[config.mk]
export PLATFORM = sky130hd
export DESIGN_NAME = hazard_fwd_ctrl_flat
export DESIGN_NICKNAME = d
export VERILOG_FILES = /design/src/rtl/hazard_fwd_ctrl_if.sv /design/src/rtl/hazard_fwd_ctrl.sv /design/src/flat_wrapper.sv
export SDC_FILE = /design/constraint.sdc
export NUM_CORES = 1
export LEC_CHECK = 0
export CORE_ASPECT_RATIO = 1.75
export CORE_MARGIN = 2
export CORE_UTILIZATION = 30
export DETAILED_ROUTE_END_ITERATION = 7
export GPL_TIMING_DRIVEN = 1
export PLACE_DENSITY = 0.81
export SLEW_MARGIN = 20
export SYNTH_ARGS = -nofsm -noshare
export SYNTH_HDL_FRONTEND = slang
export SYNTH_SLANG_ARGS = --single-unit
[constraint.sdc]
create_clock -name clk_i -period 1.96 [get_ports clk_i]
set_input_delay 0.49 -clock clk_i [delete_from_list [all_inputs] [get_ports clk_i]]
set_output_delay 0.49 -clock clk_i [all_outputs]
set_load 0.05 [all_outputs]
[src/rtl/hazard_fwd_ctrl_if.sv]
// Pipeline-side bundle for the hazard/forwarding controller. The stall counter
// port exists only when HAZ_STALL_CNT_EN is defined.
interface hazard_fwd_ctrl_if #(
    parameter int AW = 5
);
    logic [AW-1:0] id_rs_i;
    logic [AW-1:0] id_rt_i;
    logic          id_use_rt_i;
    logic [AW-1:0] ie_rs_i;
    logic [AW-1:0] ie_rt_i;
    logic [AW-1:0] ie_rd_i;
    logic          ie_memread_i;
    logic          ie_md_start_i;
    logic          em_regwrite_i;
    logic [AW-1:0] em_rd_i;
    logic          mw_regwrite_i;
    logic [AW-1:0] mw_rd_i;
    logic [1:0]    fwd_a_o;
    logic [1:0]    fwd_b_o;
    logic          fwd_id_a_o;
    logic          fwd_id_b_o;
    logic          stall_if_o;
    logic          stall_ex_o;
    logic          bubble_ex_o;
    logic          bubble_mem_o;
    logic          md_busy_o;
    logic          md_done_o;
`ifdef HAZ_STALL_CNT_EN
    logic [31:0]   stall_cnt_o;
`endif

    modport master (
        output id_rs_i, id_rt_i, id_use_rt_i, ie_rs_i, ie_rt_i, ie_rd_i,
        output ie_memread_i, ie_md_start_i, em_regwrite_i, em_rd_i,
        output mw_regwrite_i, mw_rd_i,
        input  fwd_a_o, fwd_b_o, fwd_id_a_o, fwd_id_b_o, stall_if_o,
        input  stall_ex_o, bubble_ex_o, bubble_mem_o, md_busy_o, md_done_o
`ifdef HAZ_STALL_CNT_EN
        , input stall_cnt_o
`endif
    );

    modport slave (
        input  id_rs_i, id_rt_i, id_use_rt_i, ie_rs_i, ie_rt_i, ie_rd_i,
        input  ie_memread_i, ie_md_start_i, em_regwrite_i, em_rd_i,
        input  mw_regwrite_i, mw_rd_i,
        output fwd_a_o, fwd_b_o, fwd_id_a_o, fwd_id_b_o, stall_if_o,
        output stall_ex_o, bubble_ex_o, bubble_mem_o, md_busy_o, md_done_o
`ifdef HAZ_STALL_CNT_EN
        , output stall_cnt_o
`endif
    );
endinterface

[src/rtl/hazard_fwd_ctrl.sv]
// Hazard and forwarding controller for the 5-stage pipeline: EX forwarding,
// WB->ID bypass, load-use and mul/div stalls. Optional stall counter: HAZ_STALL_CNT_EN.
module hazard_fwd_ctrl #(
    parameter int AW     = 5,
    parameter int MD_LAT = 4
) (
    input  logic             clk_i,
    input  logic             rst_i,
    hazard_fwd_ctrl_if.slave bus
);
    localparam int CW = $clog2(MD_LAT);

    typedef enum logic [0:0] {
        ST_IDLE = 1'b0,
        ST_BUSY = 1'b1
    } md_state_e;

    md_state_e state_q, state_d;
    logic [CW-1:0] cnt_q, cnt_d;
    logic          lu_s;
    logic          md_s;
    logic          stall_if_s;

    function automatic logic [1:0] ex_fwd_sel(
        input logic em_we, input logic [AW-1:0] em_rd,
        input logic mw_we, input logic [AW-1:0] mw_rd,
        input logic [AW-1:0] src
    );
        logic [1:0] sel;
        if (em_we && (em_rd != {AW{1'b0}}) && (em_rd == src)) begin
            sel = 2'b10;
        end else if (mw_we && (mw_rd != {AW{1'b0}}) && (mw_rd == src)) begin
            sel = 2'b01;
        end else begin
            sel = 2'b00;
        end
        return sel;
    endfunction

    // Forwarding and bypass selects, live regardless of stalls or reset
    always_comb begin
        bus.fwd_a_o    = ex_fwd_sel(bus.em_regwrite_i, bus.em_rd_i,
                                    bus.mw_regwrite_i, bus.mw_rd_i, bus.ie_rs_i);
        bus.fwd_b_o    = ex_fwd_sel(bus.em_regwrite_i, bus.em_rd_i,
                                    bus.mw_regwrite_i, bus.mw_rd_i, bus.ie_rt_i);
        bus.fwd_id_a_o = bus.mw_regwrite_i && (bus.mw_rd_i != {AW{1'b0}}) &&
                         (bus.mw_rd_i == bus.id_rs_i);
        bus.fwd_id_b_o = bus.mw_regwrite_i && (bus.mw_rd_i != {AW{1'b0}}) &&
                         (bus.mw_rd_i == bus.id_rt_i);
    end

    // Mul/div FSM next state; the final BUSY cycle ignores start because the
    // held instruction is still presenting it
    always_comb begin
        state_d = state_q;
        cnt_d   = cnt_q;
        md_s    = 1'b0;
        case (state_q)
            ST_IDLE: begin
                if (bus.ie_md_start_i) begin
                    state_d = ST_BUSY;
                    cnt_d   = CW'(MD_LAT - 2);
                    md_s    = 1'b1;
                end else begin
                    state_d = ST_IDLE;
                end
            end
            ST_BUSY: begin
                if (cnt_q != {CW{1'b0}}) begin
                    cnt_d = cnt_q - {{(CW-1){1'b0}}, 1'b1};
                    md_s  = 1'b1;
                end else begin
                    state_d = ST_IDLE;
                end
            end
            default: begin
                state_d = ST_IDLE;
                cnt_d   = {CW{1'b0}};
            end
        endcase
    end

    // FSM state register
    always_ff @(posedge clk_i) begin
        if (rst_i) begin
            state_q <= ST_IDLE;
            cnt_q   <= {CW{1'b0}};
        end else begin
            state_q <= state_d;
            cnt_q   <= cnt_d;
        end
    end

    // Stall/bubble controls, all forced low during reset; md overrides load-use
    always_comb begin
        lu_s = bus.ie_memread_i && (bus.ie_rd_i != {AW{1'b0}}) &&
               ((bus.ie_rd_i == bus.id_rs_i) ||
                (bus.id_use_rt_i && (bus.ie_rd_i == bus.id_rt_i)));
        if (rst_i) begin
            stall_if_s       = 1'b0;
            bus.stall_ex_o   = 1'b0;
            bus.bubble_ex_o  = 1'b0;
            bus.bubble_mem_o = 1'b0;
            bus.md_busy_o    = 1'b0;
            bus.md_done_o    = 1'b0;
        end else begin
            stall_if_s       = lu_s || md_s;
            bus.stall_ex_o   = md_s;
            bus.bubble_ex_o  = lu_s && !md_s;
            bus.bubble_mem_o = md_s;
            bus.md_busy_o    = (state_q == ST_BUSY);
            bus.md_done_o    = (state_q == ST_BUSY) && (cnt_q == {CW{1'b0}});
        end
        bus.stall_if_o = stall_if_s;
    end

`ifdef HAZ_STALL_CNT_EN
    logic [31:0] stall_cnt_q;

    // Saturating count of stalled cycles
    always_ff @(posedge clk_i) begin
        if (rst_i) begin
            stall_cnt_q <= 32'd0;
        end else if (stall_if_s && (stall_cnt_q != 32'hFFFF_FFFF)) begin
            stall_cnt_q <= stall_cnt_q + 32'd1;
        end else begin
            stall_cnt_q <= stall_cnt_q;
        end
    end

    assign bus.stall_cnt_o = stall_cnt_q;
`endif
endmodule
[src/flat_wrapper.sv]
// flat-port wrapper written by rule: the top's interface ports become plain ports
module hazard_fwd_ctrl_flat 
#(
    parameter int AW     = 5,
    parameter int MD_LAT = 4
)
  (clk_i, rst_i, bus_id_rs_i, bus_id_rt_i, bus_id_use_rt_i, bus_ie_rs_i, bus_ie_rt_i, bus_ie_rd_i, bus_ie_memread_i, bus_ie_md_start_i, bus_em_regwrite_i, bus_em_rd_i, bus_mw_regwrite_i, bus_mw_rd_i, bus_fwd_a_o, bus_fwd_b_o, bus_fwd_id_a_o, bus_fwd_id_b_o, bus_stall_if_o, bus_stall_ex_o, bus_bubble_ex_o, bus_bubble_mem_o, bus_md_busy_o, bus_md_done_o);
  hazard_fwd_ctrl_if #(.AW(AW)) bus_i ();
  input  logic clk_i;
  input  logic rst_i;
  input wire logic [$bits(bus_i.id_rs_i)-1:0] bus_id_rs_i;
  input wire logic [$bits(bus_i.id_rt_i)-1:0] bus_id_rt_i;
  input wire logic [$bits(bus_i.id_use_rt_i)-1:0] bus_id_use_rt_i;
  input wire logic [$bits(bus_i.ie_rs_i)-1:0] bus_ie_rs_i;
  input wire logic [$bits(bus_i.ie_rt_i)-1:0] bus_ie_rt_i;
  input wire logic [$bits(bus_i.ie_rd_i)-1:0] bus_ie_rd_i;
  input wire logic [$bits(bus_i.ie_memread_i)-1:0] bus_ie_memread_i;
  input wire logic [$bits(bus_i.ie_md_start_i)-1:0] bus_ie_md_start_i;
  input wire logic [$bits(bus_i.em_regwrite_i)-1:0] bus_em_regwrite_i;
  input wire logic [$bits(bus_i.em_rd_i)-1:0] bus_em_rd_i;
  input wire logic [$bits(bus_i.mw_regwrite_i)-1:0] bus_mw_regwrite_i;
  input wire logic [$bits(bus_i.mw_rd_i)-1:0] bus_mw_rd_i;
  output wire logic [$bits(bus_i.fwd_a_o)-1:0] bus_fwd_a_o;
  output wire logic [$bits(bus_i.fwd_b_o)-1:0] bus_fwd_b_o;
  output wire logic [$bits(bus_i.fwd_id_a_o)-1:0] bus_fwd_id_a_o;
  output wire logic [$bits(bus_i.fwd_id_b_o)-1:0] bus_fwd_id_b_o;
  output wire logic [$bits(bus_i.stall_if_o)-1:0] bus_stall_if_o;
  output wire logic [$bits(bus_i.stall_ex_o)-1:0] bus_stall_ex_o;
  output wire logic [$bits(bus_i.bubble_ex_o)-1:0] bus_bubble_ex_o;
  output wire logic [$bits(bus_i.bubble_mem_o)-1:0] bus_bubble_mem_o;
  output wire logic [$bits(bus_i.md_busy_o)-1:0] bus_md_busy_o;
  output wire logic [$bits(bus_i.md_done_o)-1:0] bus_md_done_o;
  assign bus_i.id_rs_i = bus_id_rs_i;
  assign bus_i.id_rt_i = bus_id_rt_i;
  assign bus_i.id_use_rt_i = bus_id_use_rt_i;
  assign bus_i.ie_rs_i = bus_ie_rs_i;
  assign bus_i.ie_rt_i = bus_ie_rt_i;
  assign bus_i.ie_rd_i = bus_ie_rd_i;
  assign bus_i.ie_memread_i = bus_ie_memread_i;
  assign bus_i.ie_md_start_i = bus_ie_md_start_i;
  assign bus_i.em_regwrite_i = bus_em_regwrite_i;
  assign bus_i.em_rd_i = bus_em_rd_i;
  assign bus_i.mw_regwrite_i = bus_mw_regwrite_i;
  assign bus_i.mw_rd_i = bus_mw_rd_i;
  assign bus_fwd_a_o = bus_i.fwd_a_o;
  assign bus_fwd_b_o = bus_i.fwd_b_o;
  assign bus_fwd_id_a_o = bus_i.fwd_id_a_o;
  assign bus_fwd_id_b_o = bus_i.fwd_id_b_o;
  assign bus_stall_if_o = bus_i.stall_if_o;
  assign bus_stall_ex_o = bus_i.stall_ex_o;
  assign bus_bubble_ex_o = bus_i.bubble_ex_o;
  assign bus_bubble_mem_o = bus_i.bubble_mem_o;
  assign bus_md_busy_o = bus_i.md_busy_o;
  assign bus_md_done_o = bus_i.md_done_o;
  hazard_fwd_ctrl #(.AW(AW), .MD_LAT(MD_LAT)) u_core (.clk_i(clk_i), .rst_i(rst_i), .bus(bus_i));
endmodule
# --- Word-level counts from Yosys, hierarchy flattened ---
# Index checks and enable logic that the tools add are counted.
totals:
  ff_bits: 3
  latch_bits: 0
  ram_bits: 0
  rom_bits: 0
  inputBits: 42
  word_cells: 51
  n_memories: 0
op_classes:
  n_addsub: 1
  n_mul: 0
  div: 0
  order_cmp: 0
  eq_ne: 10
  shifts: 0
  n_mux: 15
  bitwise: 1
  reduce_logical: 22
op_table:
  columns: ["cell", "n"]
  rows:
  - ["5-bit == test", 8]
  - ["5-bit nonzero test", 3]
  - ["1-bit logical AND", 13]
  - ["1-bit two-way mux", 9]
  - ["2-bit two-way mux", 4]
  - ["2-bit != test, second input constant", 2]
  - ["2-bit one-hot mux with 2 select lines", 1]
  - ["2-bit zero test", 1]
  - ["1-bit logical OR", 2]
  - ["1-bit one-hot mux with 2 select lines", 1]
  - ["2-bit AND reduction", 1]
  - ["2-bit nonzero test", 1]
  - ["2-bit by 1-bit subtractor with 2-bit output, second input constant", 1]
  - ["1-bit zero test", 1]
  - ["1-bit NOT", 1]

# --- Logic depth before layout (Yosys ltp) ---
logic_depth:
  ltp_word: 6
  mapped_depth: 6
  depth_no_buf: 6

# --- Worst setup path before layout ---
# OpenSTA, ideal clock, no wires.
synth_path:
  kind: "input-to-output"
  startpoint: "in bus_em_rd_i[4]"
  endpoint: "out bus_fwd_a_o[0]"
  t_arrival_ps: 3033
  required_time_ps: 1470
  path_slack_ps: -1563
  cell_stages: 4
  cell_sequence: "xnor2_1 -> nand3_1 -> nor4_1 -> nor3_1"
synth_via:
  elab_chain_len: 4
  word_cells_on_any_way: 5
  classes_between: "eq/ne: 1; mux: 1; reduce/logical: 3"
synth_lines:
  columns: ["item", "line", "source"]
  rows:
  - ["from (decl)", "flat_wrapper.sv:20", "input wire logic [$bits(bus_i.em_rd_i)-1:0] bus_em_rd_i;"]
  - ["5-bit nonzero test", "hazard_fwd_ctrl.sv:30", "if (em_we && (em_rd != {AW{1'b0}}) && (em_rd == src)) begin"]
  - ["1-bit logical AND", "hazard_fwd_ctrl.sv:30", null]
  - ["1-bit logical AND *", "hazard_fwd_ctrl.sv:30", null]
  - ["2-bit two-way mux *", "hazard_fwd_ctrl.sv:30", null]
  - ["to (decl)", "flat_wrapper.sv:23", "output wire logic [$bits(bus_i.fwd_a_o)-1:0] bus_fwd_a_o;"]
# Every way passes the cells marked *; elsewhere a longest branch is shown, timed or not.

# --- Worst setup path in the final report ---
layout_path:
  startpoint: "in bus_mw_rd_i[0]"
  endpoint: "out bus_fwd_b_o[0]"
layout_via:
  elab_chain_len: 5
  word_cells_on_any_way: 6
  classes_between: "eq/ne: 1; mux: 2; reduce/logical: 3"
layout_lines:
  columns: ["item", "line", "source"]
  rows:
  - ["from (decl)", "flat_wrapper.sv:22", "input wire logic [$bits(bus_i.mw_rd_i)-1:0] bus_mw_rd_i;"]
  - ["5-bit nonzero test", "hazard_fwd_ctrl.sv:32", "end else if (mw_we && (mw_rd != {AW{1'b0}}) && (mw_rd == src)) begin"]
  - ["1-bit logical AND", "hazard_fwd_ctrl.sv:32", null]
  - ["1-bit logical AND *", "hazard_fwd_ctrl.sv:32", null]
  - ["1-bit two-way mux *", "hazard_fwd_ctrl.sv:32", null]
  - ["2-bit two-way mux *", "hazard_fwd_ctrl.sv:30", null]
  - ["to (decl)", "flat_wrapper.sv:24", "output wire logic [$bits(bus_i.fwd_b_o)-1:0] bus_fwd_b_o;"]
# Marks and branches as above.

==> flow_metrics.py <==
metrics = {
    "timing": {
        "whs_ps": 492,
        "min_period_over_period": 1.18,
        "rsz0062_at_grt": "yes",
        "setup_violations": 8,
        "slew_headroom": 0.787,
        "fin_ws_ps": -345,
        "finalHoldViolations": 0,
        "fmaxAchievable_mhz": 434,
        "drv_slew": 0,
        "max_slew.worst_pin.slew_ps": 317,
        "period_needed_ps": 2300,
        "finalClockSkew_ps": 4.58,
    },
    "cells_and_area": {
        "num-nets-final": 225,
        "num_antenna_cells": 0,
        "area_delta_synth_final_pct": 183,
        "finalInstanceArea_um2": 1950,
        "drive_gt1_frac": 0.669,
        "fin_cells": 206,
    },
    "global_route": {
        "grt_first_pass_wirelength_um": 5310,
        "gr-total-overflow": 0,
        "busiest_layer": "met2",
        "grt.met3_usage": 0.112,
        "antenna_found_initial": 0,
        "grt_start_max_net_pins": 5,
        "grt_pass1_vias": 1218,
        "grt_use_total": 0.302,
        "met1_usage": 0.194,
        "met2_usage": 0.571,
    },
    "synthesis": {
        "async_reset_ff_frac": 0,
        "synth_area_leaders": "xor2_1 (32%), xnor2_1 (19%), dfxtp_1 (8.7%), or4_1 (4.4%), buf_2 (3.6%)",
        "synthTopCellsByCount": "xor2_1 (25), xnor2_1 (15), buf_2 (5), nand3_1 (5)",
        "yosysTopAreaCell": "xor2_1",
        "seq_area_frac_synth": 0.0871,
        "ys_ff_latch": 3,
        "postSynthCellCount": 87,
        "yosysTopAreaCellShare": 0.318,
        "netlist_area_um2": 689,
        "synth_most_common_cell": "xor2_1",
        "ys_dominant_reg_cell": "dfxtp_1",
        "synth.distinct_cells": 23,
        "synthesis.nets": 130,
        "synth_edf_count": 0,
        "avgSynthCellArea_um2": 7.92,
        "yosysWarningCount": 0,
    },
    "clock_tree": {
        "cts_max_level": 1,
        "cts_tree": "yes",
        "numCtsBuffers": 3,
        "clk_pin_slew_ps": 30,
        "clkSinkCount": 3,
        "postCtsHoldBufs": 0,
        "cts_buffer_depth": 2,
        "root_buffer": "clkbuf_8",
        "clk_latency_ps": 230,
    },
    "pwr": {
        "ir_drop_mv": 0.564,
        "internal_power_mw": 0.443,
        "p_leak_nw": 0.852,
        "pwr-share-comb": 0.632,
        "p_seq_frac": 0.099,
        "sw_frac_of_total": 0.372,
        "p_switching_mw": 0.262,
        "pwr_density_cell_nw_per_um2": 361,
        "total_power_mw": 0.705,
        "clockPowerShare": 0.270,
    },
    "routing": {
        "drcViolationCount": 0,
        "viasPerCell": 5.04,
        "first_pass_iters": 3,
        "drt-wirelength-per-cell_um": 17.8,
        "drt_iter0_drc": 16,
        "routed_wl_um": 3670,
        "num_vias": 1039,
        "ant_nets": 0,
    },
    "worst_setup_path": {
        "cp.required_ps": 1470,
        "worstPathMaxFanout": 3,
        "startpoint_type": "primary input",
        "cp-end-kind": "primary output",
        "worstPathArrival_ps": 1810,
        "critPathKind": "in -> out",
    },
    "worst_hold_path": {
        "hp-class": "reg -> reg",
    },
    "placement": {
        "gp_congestion": 0.740,
        "io_buffers": 53,
        "dpl_cell_area_um2": 1650,
        "dp.final_hpwl_um": 2570,
        "numPlacedInstances": 193,
    },
    "die": {
        "ios": 54,
        "num_rows": 23,
        "dieArea_um2": 2710,
        "core_um2": 2240,
        "die_h_um": 67.4,
        "die_x_um": 40.2,
        "start_util": 0.307,
    },
    "flow_run": {
        "cap_violations": 0,
    },
    "status": {
        "status": "finished, violations left",
        "violations": "negative setup slack",
    },
}
-- power groups by stage --
stage / Clock [mW] / Combinational (mW) / Sequential, mW
3_3_place_gp: 0 / 0.372 / 0.0687
5_1_grt: 0.197 / 0.472 / 0.0700
2_1_floorplan: 0 / 0.181 / 0.0684
6_report: 0.190 / 0.446 / 0.0695
4_1_cts: 0.195 / 0.409 / 0.0691
3_5_place_dp: 0 / 0.382 / 0.0690
-- cells in the final DEF, fill, tap and decap left out, types with 3 or more instances in the layout --
master	n
clkdlybuf4s50_1	3
dlygate4sd2_1	14
buf_2	8
o21ai_4	3
or4_4	4
nand3_1	3
xor2_1	21
buf_6	20
buf_8	7
xor2_2	4
xnor2_1	8
buf_12	6
nor4_4	5
xnor2_2	7
clkbuf_8	3
buf_4	35
-- per-layer routing --
layer	wire length [µm]	vias to the layer above
met4	217	0
met3	359	20
met5	0	-
li1	-	485
met1	897	469
met2	2190	65
-- worst paths after layout --
path                    from               to  slack [ps]  cells after the start
min reg2reg  u_core.cnt_q[1]  u_core.cnt_q[1]         490                      2
min          u_core.cnt_q[1]  u_core.cnt_q[1]         490                      2
max           bus_mw_rd_i[0]   bus_fwd_b_o[0]        -340                      6
max reg2reg  u_core.cnt_q[0]  u_core.cnt_q[1]         770                      6
-- sequential cells by signal (all words and copies together) (netlist names) --
| signal | flops |
|---|---|
| u_core.cnt_q | 2 |
| u_core.state_q | 1 |
-- critical path, stage by stage --
cell,delay [ps]
buf_8,80
or4_4,120
o21ai_4,50
or4_4,540
nor4_4,350
buf_12,180
-- through the flow --
| step | util | TNS (ps) | setup slack (ps) |
|---|---|---|---|
| after floorplan | - | -1230 | -481 |
| after global placement | 0.737 | -5330 | -724 |
| after detailed placement | 0.737 | -5680 | -758 |
| after CTS | 0.817 | -2190 | -440 |
| after global routing | 0.871 | -2200 | -368 |
| final | 0.871 | -1920 | -345 |
-- area by class of cell --
type                       count  area [µm²]
sequential                     3        62.6
timing repair buffer          96         926
multi-input combinational     75         878
clock buffer                   4        45.0
tap                           25        31.3
inverter                       3        11.3
fill                         116         290
-- cells by family after synthesis --
group	share of synthesized area
DFF	0.0871
adders and majority gates	0.0181
muxes	0.0145
xor gates and xnor gates	0.508
AOI/OAI and AO/OA	0.0744
and+or+nand+nor	0.234
buffers and inverters	0.0635
-- what timing repair did --
item                       in CTS  in global routing
pin swaps                      30                 22
setup endpoints to repair      12                 10
buffers inserted                8                  3
gates resized for setup       141                 39
No activity file was read; power rests on OpenSTA's default activity.
==> patch, RTL diff (same settings) <==
`MD_LAT` is set to 4 in 2 places; all go to 8.
--- a/src/rtl/hazard_fwd_ctrl.sv
+++ b/src/rtl/hazard_fwd_ctrl.sv
@@ -4,3 +4,3 @@
     parameter int AW     = 5,
-    parameter int MD_LAT = 4
+    parameter int MD_LAT = 8
 ) (
--- a/src/flat_wrapper.sv
+++ b/src/flat_wrapper.sv
@@ -4,3 +4,3 @@
     parameter int AW     = 5,
-    parameter int MD_LAT = 4
+    parameter int MD_LAT = 8
 )
Check against the original RTL: not equivalent (Yosys sat finds a counterexample within 4 cycles, from zero or initial values and one cycle with rst_i high).
==> patch against the original RTL <==
The flow still finishes with violations (negative setup slack); sequential cell count grew 1; routed wire length increased by 15%; synthesized area grew 8.5%; design area is 8.3% higher; final cell count is 7.8% higher; global-route usage increased by 0.063 points; worst setup slack worse by 25 ps; power up 14%; highest routed layer unchanged; critical path depth rose by 1; clock skew is 1.4 ps lower; die area is 7.8% higher.
==> patch: results (changes against the original RTL) <==
* Area growth syn-to-layout: 183% (about the same)
- The initial DRC count came to 15 (was 16).
* Count of final setup violators: 8 (unchanged)
- Post-synth cell types: 26 (was 23)
- The arrival time reported for the critical path endpoint came to 1840 ps (was 1810 ps).
* Placer congestion estimate: 0.835 (was 0.740)
* Result of the run: complete, but fails checks (unchanged)
* Post-detailed-route wirelength per cell: 19.1 um (was 17.8 um)
* Maximum fanout along the worst path: 2 (was 3)
* DP HPWL: 2860 um (was 2570 um)
* Net Count, Synth: 138 (was 130)
* Clock skew: 3.17 ps (was 4.58 ps)
- Top post-synthesis cells by count: sky130_fd_sc_hd__xor2_1, sky130_fd_sc_hd__xnor2_1 (was sky130_fd_sc_hd__xor2_1, sky130_fd_sc_hd__xnor2_1, sky130_fd_sc_hd__buf_2, sky130_fd_sc_hd__nand3_1)
- The average via count per standard cell is 5.11 (was 5.04).
- Final Net Count: 242 (was 225)
- Buffers added on ports: 53 (unchanged)
- Seq/Total Area, Yosys: 10.7% (was 8.71%)
- Drt pass-1 iters: 4 (was 3)
- The post-route worst setup slack was -369 ps (was -345 ps).
* Worst rel slew slack: 77.0% (was 78.7%)
- Leakage: 0.940 nW (was 0.852 nW)
- Largest net degree at the start of global routing: 7 (was 5)
* Registers with the most flip-flops: u_core.cnt_q (3), u_core.state_q (1) (was u_core.cnt_q (2), u_core.state_q (1))
* GRT Total Usage: 30.3% (was 30.2%)
* Failing checks: negative setup slack (unchanged)
-- patch: area by class of cell --
type	count	area, um^2
inverters	2	7.51
flip-flops and latches	4	80.1
well taps	26	32.5
fillers	122	317
multi-input cells	82	971
clock buffers	3	41.3
repair buffers	105	983
-- patch: through the flow --
stage | instances | TNS [ps] | area, um^2 | worst slack, ps | utilization (%)
2_1_floorplan | 94 | -1710 | 967 | -474 | -
3_3_place_gp | 205 | -5820 | 1820 | -764 | 75.0
3_5_place_dp | 205 | -6140 | 1820 | -802 | 75.0
4_1_cts | 221 | -2400 | 2080 | -511 | 85.3
5_1_grt | 222 | -2360 | 2120 | -441 | 87.0
6_report | 222 | -2010 | 2120 | -369 | 87.0
-- patch: logic make-up (layout without fill, tap and decap cells) --
kind of cell | Yosys count | count (layout) | synth area share, %
xor+xnor | 40 | 40 | 46.8
simple gates | 30 | 30 | 25.3
compound gates | 10 | 10 | 8.53
buf+inv | 8 | 110 | 5.35
flops | 4 | 4 | 10.7
fa+ha+maj | 2 | 2 | 3.34
-- patch: report_power, final --
part	internal [mW]	switching [mW]	total [mW]	leakage [nW]
clock	0.132	0.0505	0.182	0.0216
combinational	0.281	0.246	0.527	0.885
sequential	0.0902	0.00754	0.0978	0.0332
total	0.503	0.304	0.807	0.940
-- patch: critical path, delay by kind of cell --
kind,cells,cell delay [ps]
buffers and inverters,3,390
AND/OR/NAND/NOR,3,760
AO/OA/AOI/OAI,1,190
-- patch: what timing repair did --
action	CTS	global route
resized for setup	139	33
endpoints found under the setup margin	12	11
setup buffers	15	2
gates cloned	0	0
pin swaps	32	18
-- patch: worst paths after layout --
path / slack [ps] / depth (start not counted) / from / endpoint
worst max-delay path: -370 / 7 / bus_em_rd_i[4] / bus_fwd_a_o[0]
worst min-delay path: 470 / 2 / u_core.cnt_q[0] / u_core.cnt_q[0]
worst max register to register: 100 / 11 / u_core.state_q / u_core.cnt_q[2]
worst min register to register: 470 / 2 / u_core.cnt_q[0] / u_core.cnt_q[0]
-- patch: layer usage --
metal  vias up  GRT usage [%]  routed length [um]
met5         -              0                   0
met4         0           15.4                 221
met3        19           7.24                 249
met2        65           63.4                2640
met1       525           23.2                1120
li1        525              -                   -
